--- src/rtl/green_seq_monitor.sv ---
`default_nettype none
// +--------------------------------------------------------------------------+
// | green_seq_monitor: handoff, serve, conflict, starvation, short-green mon |
// | Revision: 1.0                                                            |
// +--------------------------------------------------------------------------+
module green_seq_monitor #(
  parameter int N_CH      = 4,
  parameter int CNT_W     = 16,
  parameter int MAX_WAIT  = 64,
  parameter int MIN_GREEN = 2
) (
  input  logic                       clock,
  input  logic                       reset_n,
  input  logic [N_CH-1:0]            green,
  input  logic [N_CH-1:0]            request,
  input  logic [N_CH*N_CH-1:0]       compat,
  input  logic                       clear,
  output logic                       handoff_valid,
  output logic [$clog2(N_CH)-1:0]    handoff_from,
  output logic [$clog2(N_CH)-1:0]    handoff_to,
  output logic [N_CH*N_CH-1:0]       seen_pairs,
  output logic [N_CH*CNT_W-1:0]      serve_cnt,
  output logic                       conflict,
  output logic [N_CH-1:0]            starve_ch,
  output logic                       short_green,
  output logic [$clog2(N_CH)-1:0]    short_ch
);

  localparam int c_idx_w  = $clog2(N_CH);
  localparam int c_wait_w = $clog2(MAX_WAIT + 1);
  localparam int c_run_w  = $clog2(MIN_GREEN + 1);
  localparam logic [c_wait_w-1:0] c_wait_max = c_wait_w'(MAX_WAIT);
  localparam logic [c_run_w-1:0]  c_run_min  = c_run_w'(MIN_GREEN);
  localparam logic [CNT_W-1:0]    c_cnt_max  = '1;

  logic [N_CH-1:0]                 prev_green_q, prev_green_d;
  logic                            pending_valid_q, pending_valid_d;
  logic [c_idx_w-1:0]              pending_src_q, pending_src_d;
  logic                            handoff_valid_q, handoff_valid_d;
  logic [c_idx_w-1:0]              handoff_from_q, handoff_from_d;
  logic [c_idx_w-1:0]              handoff_to_q, handoff_to_d;
  logic [N_CH*N_CH-1:0]            seen_pairs_q, seen_pairs_d;
  logic [N_CH-1:0][CNT_W-1:0]      serve_cnt_q, serve_cnt_d;
  logic                            conflict_q, conflict_d;
  logic [N_CH-1:0]                 starve_ch_q, starve_ch_d;
  logic [N_CH-1:0][c_wait_w-1:0]   wait_q, wait_d;
  logic [N_CH-1:0][c_run_w-1:0]    run_q, run_d;
  logic                            short_green_q, short_green_d;
  logic [c_idx_w-1:0]              short_ch_q, short_ch_d;

  logic [N_CH-1:0]    w_rise, w_fall, w_short;
  logic [c_idx_w-1:0] w_rise_idx, w_fall_idx, w_short_idx, w_src;
  logic               w_conflict, w_handoff;

  // Event detection and lowest-index priority encoders.
  always_comb begin
    w_rise      = green & ~prev_green_q;
    w_fall      = ~green & prev_green_q;
    w_rise_idx  = '0;
    w_fall_idx  = '0;
    w_short_idx = '0;
    w_short     = '0;
    w_conflict  = 1'b0;
    for (int i = 0; i < N_CH; i++) begin
      w_short[i] = w_fall[i] & (run_q[i] < c_run_min);
    end
    for (int i = N_CH - 1; i >= 0; i--) begin
      if (w_rise[i])  w_rise_idx  = c_idx_w'(i);
      if (w_fall[i])  w_fall_idx  = c_idx_w'(i);
      if (w_short[i]) w_short_idx = c_idx_w'(i);
    end
    for (int i = 0; i < N_CH; i++) begin
      for (int j = 0; j < N_CH; j++) begin
        if (i != j && green[i] && green[j] && !compat[i*N_CH+j]) w_conflict = 1'b1;
      end
    end
    // A fall in the same cycle stands in as the source when nothing is pending.
    w_handoff = (|w_rise) & (pending_valid_q | (|w_fall));
    w_src     = pending_valid_q ? pending_src_q : w_fall_idx;
  end

  always_comb begin
    prev_green_d    = green;
    pending_valid_d = pending_valid_q;
    pending_src_d   = pending_src_q;
    handoff_valid_d = 1'b0;
    handoff_from_d  = handoff_from_q;
    handoff_to_d    = handoff_to_q;
    seen_pairs_d    = seen_pairs_q;
    serve_cnt_d     = serve_cnt_q;
    conflict_d      = conflict_q;
    starve_ch_d     = starve_ch_q;
    wait_d          = wait_q;
    run_d           = run_q;
    short_green_d   = short_green_q;
    short_ch_d      = short_ch_q;

    if (clear) begin
      pending_valid_d = 1'b0;
      pending_src_d   = '0;
      handoff_from_d  = '0;
      handoff_to_d    = '0;
      seen_pairs_d    = '0;
      serve_cnt_d     = '0;
      conflict_d      = 1'b0;
      starve_ch_d     = '0;
      wait_d          = '0;
      run_d           = '0;
      short_green_d   = 1'b0;
      short_ch_d      = '0;
    end else begin
      if (w_handoff) begin
        handoff_valid_d = 1'b1;
        handoff_from_d  = w_src;
        handoff_to_d    = w_rise_idx;
        for (int a = 0; a < N_CH; a++) begin
          for (int b = 0; b < N_CH; b++) begin
            if (w_src == c_idx_w'(a) && w_rise_idx == c_idx_w'(b))
              seen_pairs_d[a*N_CH+b] = 1'b1;
          end
        end
        // Only a fall not consumed as this handoff's source re-arms pending.
        if (pending_valid_q && (|w_fall)) begin
          pending_valid_d = 1'b1;
          pending_src_d   = w_fall_idx;
        end else begin
          pending_valid_d = 1'b0;
        end
      end else if (|w_fall) begin
        pending_valid_d = 1'b1;
        pending_src_d   = w_fall_idx;
      end

      conflict_d = conflict_q | w_conflict;

      for (int i = 0; i < N_CH; i++) begin
        if (w_rise[i] && serve_cnt_q[i] != c_cnt_max)
          serve_cnt_d[i] = serve_cnt_q[i] + 1'b1;

        if (green[i] || !request[i])
          wait_d[i] = '0;
        else if (wait_q[i] != c_wait_max)
          wait_d[i] = wait_q[i] + 1'b1;
        if (wait_d[i] == c_wait_max)
          starve_ch_d[i] = 1'b1;

        if (!green[i])
          run_d[i] = '0;
        else if (run_q[i] != c_run_min)
          run_d[i] = run_q[i] + 1'b1;
      end

      if (!short_green_q && (|w_short)) begin
        short_green_d = 1'b1;
        short_ch_d    = w_short_idx;
      end
    end
  end

  always_ff @(posedge clock or negedge reset_n) begin
    if (!reset_n) begin
      prev_green_q    <= '0;
      pending_valid_q <= 1'b0;
      pending_src_q   <= '0;
      handoff_valid_q <= 1'b0;
      handoff_from_q  <= '0;
      handoff_to_q    <= '0;
      seen_pairs_q    <= '0;
      serve_cnt_q     <= '0;
      conflict_q      <= 1'b0;
      starve_ch_q     <= '0;
      wait_q          <= '0;
      run_q           <= '0;
      short_green_q   <= 1'b0;
      short_ch_q      <= '0;
    end else begin
      prev_green_q    <= prev_green_d;
      pending_valid_q <= pending_valid_d;
      pending_src_q   <= pending_src_d;
      handoff_valid_q <= handoff_valid_d;
      handoff_from_q  <= handoff_from_d;
      handoff_to_q    <= handoff_to_d;
      seen_pairs_q    <= seen_pairs_d;
      serve_cnt_q     <= serve_cnt_d;
      conflict_q      <= conflict_d;
      starve_ch_q     <= starve_ch_d;
      wait_q          <= wait_d;
      run_q           <= run_d;
      short_green_q   <= short_green_d;
      short_ch_q      <= short_ch_d;
    end
  end

  assign handoff_valid = handoff_valid_q;
  assign handoff_from  = handoff_from_q;
  assign handoff_to    = handoff_to_q;
  assign seen_pairs    = seen_pairs_q;
  assign serve_cnt     = serve_cnt_q;
  assign conflict      = conflict_q;
  assign starve_ch     = starve_ch_q;
  assign short_green   = short_green_q;
  assign short_ch      = short_ch_q;

endmodule
`default_nettype wire
--- config.mk ---
export PLATFORM = sky130hd
export DESIGN_NAME = green_seq_monitor
export DESIGN_NICKNAME = d
export VERILOG_FILES = /design/src/rtl/green_seq_monitor.sv
export SDC_FILE = /design/constraint.sdc
export NUM_CORES = 1
export LEC_CHECK = 0
export CELL_PAD_IN_SITES_DETAIL_PLACEMENT = 0
export CELL_PAD_IN_SITES_GLOBAL_PLACEMENT = 1
export CORE_UTILIZATION = 41
export DETAILED_ROUTE_END_ITERATION = 10
export PLACE_DENSITY_LB_ADDON = 0.1
export SYNTH_ARGS = -nofsm -noshare
export SYNTH_HDL_FRONTEND = slang
export SYNTH_SLANG_ARGS = --single-unit
--- constraint.sdc ---
create_clock -name clock -period 2.1 [get_ports clock]
set_input_delay 0.315 -clock clock [delete_from_list [all_inputs] [get_ports clock]]
set_output_delay 0.315 -clock clock [all_outputs]
set_load 0.03 [all_outputs]
==> run_summary.xml, run 1 <==
<?xml version="1.0" encoding="UTF-8"?>
<metrics>
  <group name="status">
    <metric name="status" unit="">finished, final reports clean</metric>
  </group>
  <group name="layout">
    <metric name="final_core_util" unit="%">56.12</metric>
    <metric name="num-fill-cells" unit="">1531</metric>
    <metric name="diodes_inserted" unit="">0</metric>
    <metric name="fin_area" unit="mm2">0.009439</metric>
    <metric name="layout_stage_area_growth_over_the_synthesis_result" unit="%">31.98</metric>
    <metric name="design.final.nets" unit="">960</metric>
    <metric name="final_layout_size_suffix_gt1_share" unit="%">9.785</metric>
  </group>
  <group name="grt">
    <metric name="grt_max_degree" unit="">60</metric>
    <metric name="first_global_vias" unit="">5986</metric>
    <metric name="groute.usage.overall" unit="%">20.78</metric>
    <metric name="globalRoute.totalOverflow" unit="">0</metric>
    <metric name="global_route_wire_length_before_repair" unit="mm">29.48</metric>
    <metric name="antenna_found_initial" unit="">0</metric>
  </group>
  <group name="floorplan">
    <metric name="design.die.area" unit="mm2">0.01798</metric>
    <metric name="die-height" unit="um">134.1</metric>
    <metric name="die-width" unit="um">134.1</metric>
    <metric name="std_cell_rows" unit="">47</metric>
    <metric name="floorplan.initialDensity" unit="%">42.52</metric>
    <metric name="ios" unit="">120</metric>
    <metric name="fp.coreArea" unit="mm2">0.01682</metric>
  </group>
  <group name="critical_path">
    <metric name="timing.critical_path.arrival" unit="ns">1.62</metric>
    <metric name="crit_path_start_kind" unit="">register</metric>
    <metric name="cp_data_required_time" unit="ns">1.78</metric>
    <metric name="timing.reg2reg.setup_slack" unit="ns">0.29</metric>
    <metric name="worstSetupPathType" unit="">reg2out</metric>
    <metric name="reg2reg_from" unit="">wait_q[0]$_DFF_PN0_</metric>
    <metric name="critical_path.slowest_cell" unit="">clkdlybuf4s50_1</metric>
    <metric name="longest_individual_stage_delay_on_the_worst_path" unit="ns">0.72</metric>
    <metric name="critical_path_sink_type" unit="">output pin</metric>
    <metric name="worstPathCellList" unit="">clkdlybuf4s50_1</metric>
    <metric name="timing.critical_path.depth" unit="">1</metric>
    <metric name="maximum_fanout_encountered_on_the_critical_timing_path" unit="">8</metric>
    <metric name="critPathBufInv" unit="">1</metric>
    <metric name="cp_top_family" unit="">buffers and inverters</metric>
    <metric name="worst-r2r-cell-count" unit="">6</metric>
    <metric name="r2r_end" unit="">starve_ch[0]$_DFFE_PN0P_</metric>
  </group>
  <group name="logic_synthesis">
    <metric name="syn-instance-count" unit="">764</metric>
    <metric name="post_synth_instance_area" unit="mm2">0.007152</metric>
    <metric name="yosysUniqueCellTypes" unit="">63</metric>
    <metric name="synthesis.nets" unit="">807</metric>
    <metric name="post-synth-top-count-cell" unit="">dfrtp_1</metric>
    <metric name="postSynthRegisterBits" unit="">136</metric>
    <metric name="synth_ff_type" unit="">dfrtp_1</metric>
    <metric name="yosys-top-cells-count" unit="">dfrtp_1, nor2_1, nand2_1, xnor2_1, nor3_1</metric>
    <metric name="synth_top_cells_by_area" unit="">dfrtp_1, nor2_1, xnor2_1</metric>
    <metric name="async_reset_ff_share" unit="%">100.0</metric>
    <metric name="synth_enable_flop_cells" unit="">0</metric>
    <metric name="syn_avg_cell_area" unit="um2">9.361</metric>
    <metric name="warning_count_from_the_yosys_run" unit="">0</metric>
    <metric name="synth_top_area_share" unit="%">47.59</metric>
    <metric name="yosysTopAreaCell" unit="">dfrtp_1</metric>
    <metric name="seq_area_frac_synth" unit="%">47.59</metric>
  </group>
  <group name="drt">
    <metric name="antenna_violating_nets_post_route" unit="">0</metric>
    <metric name="routed_wirelength" unit="mm">17.62</metric>
    <metric name="vias" unit="">6043</metric>
    <metric name="post-route-drc-count" unit="">0</metric>
    <metric name="vias_per_cell" unit="">5.255</metric>
    <metric name="drt_iter0_markers" unit="">314</metric>
    <metric name="post_drt_wl_per_cell" unit="um">15.32</metric>
    <metric name="detailedRoute.firstPassIterationCount" unit="">5</metric>
  </group>
  <group name="pwr">
    <metric name="combPwrFrac" unit="%">9.2</metric>
    <metric name="clock_power_share" unit="%">48.3</metric>
    <metric name="p_leak" unit="nW">3.942</metric>
    <metric name="vdd.ir_drop.worst" unit="mV">0.6381</metric>
    <metric name="power_per_cell_area" unit="mW/mm2">680.8</metric>
    <metric name="sequentialPowerShare" unit="%">42.5</metric>
    <metric name="p_int" unit="mW">4.882</metric>
    <metric name="switchingPower" unit="mW">1.544</metric>
    <metric name="power.switching_fraction" unit="%">24.03</metric>
  </group>
  <group name="timing">
    <metric name="setup_violation_total_in_the_final_timing_report" unit="">0</metric>
    <metric name="rsz0062_at_grt" unit="">false</metric>
    <metric name="worst_setup_slack_final" unit="ns">0.1677</metric>
    <metric name="tightest_slew" unit="ns">0.6373</metric>
    <metric name="final.period_utilization" unit="%">92.02</metric>
    <metric name="timing.fmax" unit="MHz">517.5</metric>
    <metric name="max-slew-margin-rel" unit="%">56.41</metric>
    <metric name="finalMaxSlewViolations" unit="">0</metric>
    <metric name="fin_skew" unit="ns">0.01122</metric>
    <metric name="finalCriticalPeriod" unit="ns">1.932</metric>
    <metric name="hold_viol" unit="">0</metric>
  </group>
  <group name="clock_tree">
    <metric name="cts_max_level" unit="">4</metric>
    <metric name="cts_repair_resize_count" unit="">0</metric>
    <metric name="tritoncts_clock_tree" unit="">yes</metric>
    <metric name="clock_tree.root_cell" unit="">clkbuf_16</metric>
    <metric name="cts.path.max_buffers" unit="">2</metric>
    <metric name="cts_buffers" unit="">17</metric>
    <metric name="post_cts.repair.setup_buffers" unit="">0</metric>
    <metric name="clock-sinks" unit="">136</metric>
    <metric name="path_clk_slew" unit="ns">0.06</metric>
    <metric name="insertion_delay" unit="ns">0.42</metric>
  </group>
  <group name="worst_hold_path">
    <metric name="min_path_type" unit="">in2reg</metric>
    <metric name="worstHoldEndpoint" unit="">wait_q[19]$_DFF_PN0_</metric>
    <metric name="hold-path-cell-count" unit="">2</metric>
    <metric name="hold_start" unit="">clear</metric>
  </group>
  <group name="place">
    <metric name="place_area" unit="mm2">0.008812</metric>
    <metric name="placement.setup.worst_slack" unit="ns">-0.04510</metric>
    <metric name="place_congestion" unit="">0.8380</metric>
    <metric name="placement.io_buffers" unit="">115</metric>
    <metric name="dp.final_hpwl" unit="mm">12.49</metric>
  </group>
  <group name="flow_run">
    <metric name="max-cap-violations" unit="">0</metric>
  </group>
</metrics>
[metal layers]
| layer | GRT usage [%] | part of all wire, % |
|---|---|---|
| met1 | 27.59 | 47 |
| met2 | 33.65 | 47 |
| met3 | 5.026 | 4.5 |
| met4 | 6.117 | 1.1 |
| met5 | 0 | 0 |
[worst max path at each step]
stage,startpoint,to
2_1_floorplan,serve_cnt[32]$_DFFE_PN0P_,serve_cnt[46]$_DFFE_PN0P_
3_3_place_gp,green[0],seen_pairs[2]$_DFFE_PN0P_
4_1_cts,serve_cnt[19]$_DFFE_PN0P_,serve_cnt[19]
5_1_grt,wait_q[0]$_DFF_PN0_,starve_ch[0]$_DFFE_PN0P_
6_report,serve_cnt[18]$_DFFE_PN0P_,serve_cnt[18]
3_5_place_dp,green[0],seen_pairs[5]$_DFFE_PN0P_
[cell type report]
class	count	area (um2)	share of cell area [%]
multi-input cells	577	3550	37.61
well taps	220	275.3	2.916
clock buffers	21	470.5	4.984
repair buffers	156	1485	15.73
inverters	29	108.9	1.153
clock inverters	11	146.4	1.551
flip-flops and latches	136	3403	36.06
[logic make-up (layout without fill, tap and decap cells)]
| group | Yosys count | count (layout) | share of synthesized area [%] |
|---|---|---|---|
| AND/OR/NAND/NOR | 376 | 376 | 27.27 |
| flip-flops | 136 | 136 | 47.59 |
| AO/OA/AOI/OAI | 106 | 106 | 9.675 |
| XOR/XNOR | 67 | 67 | 8.205 |
| buffers and inverters | 51 | 217 | 2.782 |
| adder cells (fa/ha/maj) | 16 | 16 | 2.799 |
| multiplexers | 12 | 12 | 1.680 |
[cells in the final DEF, fill, tap and decap left out, types with 15 or more instances in the layout]
cell             instances
a21oi_1                 33
buf_4                   39
clkbuf_16               17
clkdlybuf4s50_1        113
dfrtp_1                136
ha_1                    16
inv_1                   28
nand2_1                 60
nand2b_1                19
nand3_1                 26
nor2_1                 133
nor3_1                  35
nor4_1                  15
xnor2_1                 41
xor2_1                  26
[registers in the layout, summed over array words and instances, names as in the netlist]
name             flops
short_green          1
serve_cnt           64
prev_green_q         4
handoff_valid        1
pending_valid_q      1
seen_pairs          16
handoff_to           2
run_q                8
starve_ch            4
wait_q              28
handoff_from         2
conflict             1
short_ch             2
pending_src_q        2
[power by group through the flow]
stage / combinational, mW / sequential, mW / clock, mW
after global routing: 0.659 / 2.74 / 3.27
after global placement: 0.588 / 2.78 / 0
after detailed placement: 0.600 / 2.78 / 0
after floorplan: 0.235 / 2.83 / 0
final: 0.593 / 2.73 / 3.10
after CTS: 0.604 / 2.73 / 3.18
[metrics by stage]
step	hold slack [ns]	instances	total power [mW]	TNS, ns
floorplan	0.01941	764	3.068	0
global placement	0.2710	1117	3.364	-0.07455
detailed placement	0.2799	1117	3.376	-0.2139
CTS	0.1740	1150	6.513	0
global route	0.1850	1150	6.665	0
finish	0.1926	1150	6.426	0
[what timing repair did]
| item | in CTS | in global routing |
|---|---|---|
| hold buffers | 1 | 0 |
| endpoints found under the setup margin | 0 | 0 |
| hold endpoints to repair | 41 | 0 |
(Power assumes the default switching activity.)
==> run 2: changes to the inputs <==
Settings changed: CORE_MARGIN from default to 10.
==> run 2 against run 1 <==
Cell area grew 1.7%. Clock skew shrank 0.0035 ns. Register-to-register slack lost 0.03 ns. Global-route usage shrank 4.6 points. Sequential share of layout area shrank 0.62 points. Final cell count grew 1.1%. Worst hold slack gained 0.11 ns.
==> run_summary.xml, run 2 (synthesis results as in run 1) <==
<?xml version="1.0" encoding="UTF-8"?>
<metrics>
  <group name="layout">
    <metric name="finish.cell_count_without_fillers" unit="">1163</metric>
    <metric name="final_core_util" unit="%">55.91</metric>
    <metric name="layout_common_cells" unit="">dfrtp_1, nor2_1, clkdlybuf4s50_1</metric>
    <metric name="final_layout_size_suffix_gt1_share" unit="%">10.45</metric>
    <metric name="diodes_inserted" unit="">0</metric>
    <metric name="final_common_cell" unit="">dfrtp_1</metric>
    <metric name="fin_area" unit="mm2">0.009603</metric>
    <metric name="layout_stage_area_growth_over_the_synthesis_result" unit="%">34.27</metric>
    <metric name="largest_register_ffs" unit="">64</metric>
    <metric name="design.final.nets" unit="">968</metric>
    <metric name="num-fill-cells" unit="">1545</metric>
  </group>
  <group name="timing">
    <metric name="hold-worst-slack" unit="ns">0.3044</metric>
    <metric name="finalCriticalPeriod" unit="ns">1.928</metric>
    <metric name="setup_violation_total_in_the_final_timing_report" unit="">0</metric>
    <metric name="tightest_slew" unit="ns">0.5790</metric>
    <metric name="final.period_utilization" unit="%">91.80</metric>
    <metric name="finalMaxSlewViolations" unit="">0</metric>
    <metric name="fin_skew" unit="ns">0.007746</metric>
    <metric name="max-slew-margin-rel" unit="%">60.40</metric>
    <metric name="rsz0062_at_grt" unit="">false</metric>
    <metric name="hold_viol" unit="">0</metric>
    <metric name="timing.fmax" unit="MHz">518.7</metric>
  </group>
  <group name="critical_path">
    <metric name="critPathBufInv" unit="">1</metric>
    <metric name="startpoint" unit="">serve_cnt[19]$_DFFE_PN0P_</metric>
    <metric name="worstSetupPathType" unit="">reg2out</metric>
    <metric name="timing.critical_path.arrival" unit="ns">1.61</metric>
    <metric name="worst-r2r-cell-count" unit="">8</metric>
    <metric name="longest_individual_stage_delay_on_the_worst_path" unit="ns">0.73</metric>
    <metric name="cp_top_family" unit="">buffers and inverters</metric>
    <metric name="worstPathCellList" unit="">clkdlybuf4s50_1</metric>
    <metric name="reg2reg_from" unit="">wait_q[21]$_DFF_PN0_</metric>
    <metric name="critical_path_sink_type" unit="">output pin</metric>
    <metric name="timing.critical_path.depth" unit="">1</metric>
    <metric name="crit_path_start_kind" unit="">register</metric>
    <metric name="critical_path.slowest_cell" unit="">clkdlybuf4s50_1</metric>
    <metric name="cp_data_required_time" unit="ns">1.78</metric>
    <metric name="maximum_fanout_encountered_on_the_critical_timing_path" unit="">8</metric>
  </group>
  <group name="clock_tree">
    <metric name="cts_repair_resize_count" unit="">0</metric>
    <metric name="insertion_delay" unit="ns">0.42</metric>
    <metric name="path_clk_slew" unit="ns">0.06</metric>
    <metric name="post_cts.repair.setup_buffers" unit="">0</metric>
    <metric name="cts.path.max_buffers" unit="">2</metric>
    <metric name="cts_max_level" unit="">4</metric>
    <metric name="clock-sinks" unit="">136</metric>
    <metric name="tritoncts_clock_tree" unit="">yes</metric>
    <metric name="cts_buffers" unit="">17</metric>
    <metric name="clock_tree.root_cell" unit="">clkbuf_16</metric>
    <metric name="ctsHoldBuffers" unit="">1</metric>
  </group>
  <group name="place">
    <metric name="place_area" unit="mm2">0.008891</metric>
    <metric name="place_congestion" unit="">0.8638</metric>
    <metric name="dp.final_hpwl" unit="mm">13.56</metric>
    <metric name="placement.io_buffers" unit="">115</metric>
    <metric name="numPlacedInstances" unit="">1130</metric>
  </group>
  <group name="grt">
    <metric name="antenna_found_initial" unit="">0</metric>
    <metric name="grt_max_degree" unit="">67</metric>
    <metric name="groute.usage.overall" unit="%">16.22</metric>
    <metric name="global_route_wire_length_before_repair" unit="mm">31.51</metric>
    <metric name="globalRoute.totalOverflow" unit="">0</metric>
    <metric name="first_global_vias" unit="">6126</metric>
  </group>
  <group name="floorplan">
    <metric name="std_cell_rows" unit="">48</metric>
    <metric name="floorplan.initialDensity" unit="%">41.64</metric>
    <metric name="ios" unit="">120</metric>
    <metric name="die-width" unit="um">152.1</metric>
    <metric name="design.die.area" unit="mm2">0.02313</metric>
    <metric name="die-height" unit="um">152.1</metric>
    <metric name="fp.coreArea" unit="mm2">0.01718</metric>
  </group>
  <group name="worst_hold_path">
    <metric name="hold-path-cell-count" unit="">2</metric>
    <metric name="hold_start" unit="">clear</metric>
    <metric name="min_path_type" unit="">in2reg</metric>
  </group>
  <group name="drt">
    <metric name="post_drt_wl_per_cell" unit="um">16.00</metric>
    <metric name="post-route-drc-count" unit="">0</metric>
    <metric name="detailedRoute.firstPassIterationCount" unit="">5</metric>
    <metric name="routed_wirelength" unit="mm">18.61</metric>
    <metric name="vias" unit="">6084</metric>
    <metric name="vias_per_cell" unit="">5.231</metric>
    <metric name="drt_iter0_markers" unit="">249</metric>
    <metric name="antenna_violating_nets_post_route" unit="">0</metric>
  </group>
  <group name="pwr">
    <metric name="vdd.ir_drop.worst" unit="mV">0.5632</metric>
    <metric name="p_leak" unit="nW">4.027</metric>
    <metric name="power_per_cell_area" unit="mW/mm2">718.9</metric>
  </group>
  <group name="status">
    <metric name="status" unit="">finished, final reports clean</metric>
  </group>
  <group name="flow_run">
    <metric name="max-cap-violations" unit="">0</metric>
  </group>
</metrics>
## run 2: changes by cell type in the layout (fill, tap and decap cells not counted)
cell	before	now
clkinvlp_4	2	0
buf_4	39	46
clkinv_4	3	2
clkbuf_8	3	2
clkbuf_1	1	2
inv_6	0	1
bufinv_16	3	7
clkinv_2	3	1
buf_12	2	3
## run 2: report_power, final
group / switching (mW) / internal (mW) / total (mW)
sequential: 0.0544 / 2.68 / 2.73
combinational: 0.353 / 0.254 / 0.607
clock: 1.15 / 2.42 / 3.57
total: 1.56 / 5.35 / 6.90
## run 2: final cells by class
type	count	area, um2	area share [%]
inverters	29	108.9	1.134
multi-input cells	577	3550	36.96
flip-flops and latches	136	3403	35.44
clock inverters	11	241.5	2.515
well taps	225	281.5	2.932
repair buffers	164	1558	16.22
clock buffers	21	460.4	4.795
## run 2: final timing paths
kind / slack [ns] / to
max in group asynchronous: 1.07 / pending_src_q[1]$_DFFE_PN0P_
setup reg to reg: 0.26 / starve_ch[3]$_DFFE_PN0P_
setup / recovery: 0.17 / serve_cnt[19]
hold / removal: 0.30 / seen_pairs[6]$_DFFE_PN0P_
min in group asynchronous: 0.41 / wait_q[16]$_DFF_PN0_
hold reg to reg: 0.50 / seen_pairs[7]$_DFFE_PN0P_
## run 2: worst reg2reg max path: stages (launching register included)
cell	delay (ns)
dfrtp_1	0.39
inv_1	0.11
ha_1	0.21
nand2_1	0.07
nor4b_2	0.05
buf_4	0.16
or4_1	0.49
a31oi_1	0.16
nor4_1	0.07
## run 2: routing by layer
metal	track usage (%)	up-vias	wire length [um]
met5	0	-	0
met4	4.539	0	161
met3	4.347	17	778
met2	25.85	120	8825
met1	21.16	2926	8840
li1	-	3021	-
## run 2: through the flow
step,power [mW],worst slack [ns],TNS (ns)
after floorplan,3.068,0.2807,0
after global placement,3.378,-0.06008,-0.4878
after detailed placement,3.390,-0.09970,-0.7677
after CTS,6.993,0.1448,0
after global routing,7.171,0.07392,0
final,6.904,0.1722,0
==> run 3: changes to the inputs <==
Settings changed: CORE_UTILIZATION 41 to 49, DONT_BUFFER_PORTS from default to 1.
==> run 3 against run 2 <==
The run now ends with negative hold slack left. Via count decreased by 5.0%. Cell area decreased by 12%. Global-route usage increased by 2.1 points. Die area shrank 14%. Non-clock buffer count shrank 91. First-iteration DRC count increased by 53%. Critical path type is now reg2reg.
==> run_summary.xml, run 3 (synthesis results as in run 1) <==
<?xml version="1.0" encoding="UTF-8"?>
<metrics>
  <group name="floorplan">
    <metric name="die-width" unit="um">140.8</metric>
    <metric name="design.die.area" unit="mm2">0.01983</metric>
    <metric name="die-height" unit="um">140.8</metric>
    <metric name="fp.coreArea" unit="mm2">0.01442</metric>
    <metric name="floorplan.initialDensity" unit="%">49.58</metric>
    <metric name="ios" unit="">120</metric>
    <metric name="std_cell_rows" unit="">44</metric>
  </group>
  <group name="critical_path">
    <metric name="timing.critical_path.arrival" unit="ns">2.19</metric>
    <metric name="longest_individual_stage_delay_on_the_worst_path" unit="ns">0.44</metric>
    <metric name="critical_path_sink_type" unit="">register</metric>
    <metric name="cp_data_required_time" unit="ns">2.40</metric>
    <metric name="maximum_fanout_encountered_on_the_critical_timing_path" unit="">8</metric>
    <metric name="worstPathCellList" unit="">and2b_1 -&gt; nor3_2 -&gt; a21o_1 -&gt; nand3b_1 -&gt; o32ai_1</metric>
    <metric name="crit_path_start_kind" unit="">register</metric>
    <metric name="critPathBufInv" unit="">0</metric>
    <metric name="worstSetupPathType" unit="">reg2reg</metric>
    <metric name="cp_top_family" unit="">simple AND/OR/NAND/NOR gates</metric>
    <metric name="critical_path.slowest_cell" unit="">dfrtp_1</metric>
  </group>
  <group name="timing">
    <metric name="finalCriticalPeriod" unit="ns">1.894</metric>
    <metric name="tightest_slew" unit="ns">0.6771</metric>
    <metric name="rsz0062_at_grt" unit="">false</metric>
    <metric name="setup-tns-final" unit="ns">0</metric>
    <metric name="max-slew-margin-rel" unit="%">53.69</metric>
    <metric name="hold_viol" unit="">136</metric>
    <metric name="setup_violation_total_in_the_final_timing_report" unit="">0</metric>
    <metric name="hold-worst-slack" unit="ns">-0.3993</metric>
    <metric name="timing.fmax" unit="MHz">527.9</metric>
    <metric name="finalMaxSlewViolations" unit="">0</metric>
    <metric name="fin_skew" unit="ns">0.01011</metric>
    <metric name="final.period_utilization" unit="%">90.21</metric>
  </group>
  <group name="clock_tree">
    <metric name="cts.path.max_buffers" unit="">2</metric>
    <metric name="clock-sinks" unit="">136</metric>
    <metric name="ctsHoldBuffers" unit="">7</metric>
    <metric name="cts_max_level" unit="">4</metric>
    <metric name="cts_buffers" unit="">17</metric>
    <metric name="post_cts.repair.setup_buffers" unit="">0</metric>
    <metric name="insertion_delay" unit="ns">0.41</metric>
    <metric name="tritoncts_clock_tree" unit="">yes</metric>
    <metric name="path_clk_slew" unit="ns">0.06</metric>
    <metric name="cts_repair_resize_count" unit="">0</metric>
    <metric name="clock_tree.root_cell" unit="">clkbuf_16</metric>
  </group>
  <group name="drt">
    <metric name="post_drt_wl_per_cell" unit="um">17.45</metric>
    <metric name="antenna_violating_nets_post_route" unit="">0</metric>
    <metric name="routed_wirelength" unit="mm">17.97</metric>
    <metric name="post-route-drc-count" unit="">0</metric>
    <metric name="vias" unit="">5780</metric>
    <metric name="vias_per_cell" unit="">5.612</metric>
    <metric name="detailedRoute.firstPassIterationCount" unit="">4</metric>
    <metric name="drt_iter0_markers" unit="">381</metric>
  </group>
  <group name="layout">
    <metric name="multiInputGateArea" unit="mm2">0.003550</metric>
    <metric name="design.final.nets" unit="">877</metric>
    <metric name="layout_common_cells" unit="">dfrtp_1, nor2_1, buf_4</metric>
    <metric name="num-fill-cells" unit="">1292</metric>
    <metric name="layout_stage_area_growth_over_the_synthesis_result" unit="%">18.72</metric>
    <metric name="final_core_util" unit="%">58.87</metric>
    <metric name="largest_register_ffs" unit="">64</metric>
    <metric name="final_layout_size_suffix_gt1_share" unit="%">13.59</metric>
    <metric name="diodes_inserted" unit="">0</metric>
    <metric name="final_common_cell" unit="">dfrtp_1</metric>
    <metric name="seqCellArea" unit="mm2">0.003403</metric>
  </group>
  <group name="grt">
    <metric name="globalRoute.totalOverflow" unit="">0</metric>
    <metric name="global_route_wire_length_before_repair" unit="mm">30.03</metric>
    <metric name="grt_max_degree" unit="">137</metric>
    <metric name="first_global_vias" unit="">5835</metric>
    <metric name="groute.layer.met1.usage" unit="%">23.13</metric>
    <metric name="gr-usage-met2" unit="%">28.84</metric>
    <metric name="groute.usage.overall" unit="%">18.34</metric>
    <metric name="grt_util_met3" unit="%">5.946</metric>
    <metric name="antenna_found_initial" unit="">0</metric>
    <metric name="global_route.peak_usage_layer" unit="">met2</metric>
  </group>
  <group name="pwr">
    <metric name="vdd.ir_drop.worst" unit="mV">0.6888</metric>
    <metric name="p_leak" unit="nW">3.726</metric>
    <metric name="power_per_cell_area" unit="mW/mm2">730.7</metric>
  </group>
  <group name="status">
    <metric name="status" unit="">complete, but fails checks</metric>
    <metric name="failed_checks" unit="">negative hold slack</metric>
  </group>
  <group name="flow_run">
    <metric name="max-cap-violations" unit="">0</metric>
  </group>
  <group name="worst_hold_path">
    <metric name="min_path_type" unit="">in2async</metric>
  </group>
  <group name="place">
    <metric name="place_congestion" unit="">0.8401</metric>
    <metric name="dp.final_hpwl" unit="mm">12.19</metric>
    <metric name="placement.io_buffers" unit="">0</metric>
  </group>
</metrics>
==> run 3: power breakdown <==
group	switching, mW	internal (mW)	leakage, nW
registers	0.104	2.68	1.87
logic	0.214	0.134	1.55
clock network	1.06	2.01	0.305
==> run 3: cell type report <==
cell class | instances | area share [%]
clock buffers | 23 | 5.865
flip-flops and latches | 136 | 40.08
inverters | 29 | 1.282
clock inverters | 8 | 1.385
well taps | 184 | 2.711
multi-input cells | 577 | 41.81
repair buffers | 73 | 6.867
==> run 3: path summary, 6_finish.rpt <==
check,end,cells after the start,slack (ns),start
setup / recovery,seen_pairs[12]$_DFFE_PN0P_,5,0.21,prev_green_q[0]$_DFF_PN0_
hold / removal,wait_q[18]$_DFF_PN0_,0,-0.40,reset_n
setup reg to reg,seen_pairs[12]$_DFFE_PN0P_,5,0.21,prev_green_q[0]$_DFF_PN0_
hold reg to reg,run_q[0]$_DFFE_PN0P_,2,0.54,run_q[0]$_DFFE_PN0P_
max in group asynchronous,serve_cnt[60]$_DFFE_PN0P_,0,2.33,reset_n
min in group clock,seen_pairs[9]$_DFFE_PN0P_,1,0.03,clear
==> run 3: layer usage <==
layer	share of wire, %	vias up
met5	0	-
met4	1.4	0
met3	6.7	18
met2	47	134
met1	45	2803
li1	-	2825
==> run 3: worst register-to-register path, delay by kind of cell, from the launching register on <==
family	cells	cell delay, ns
AO/OA/AOI/OAI	2	0.53
AND/OR/NAND/NOR	3	0.83
flip-flops	1	0.44
==> run 3: per-stage QoR <==
step | instance area [um2] | total power [mW] | instances | setup slack, ns
final | 8491 | 6.204 | 1030 | 0.2057
after global routing | 8491 | 6.458 | 1030 | 0.04757
after CTS | 8491 | 6.275 | 1030 | 0.2322
after detailed placement | 7787 | 3.128 | 992 | 0.2534
after global placement | 7787 | 3.115 | 992 | 0.3167
after floorplan | 7152 | 3.068 | 764 | 0.2807
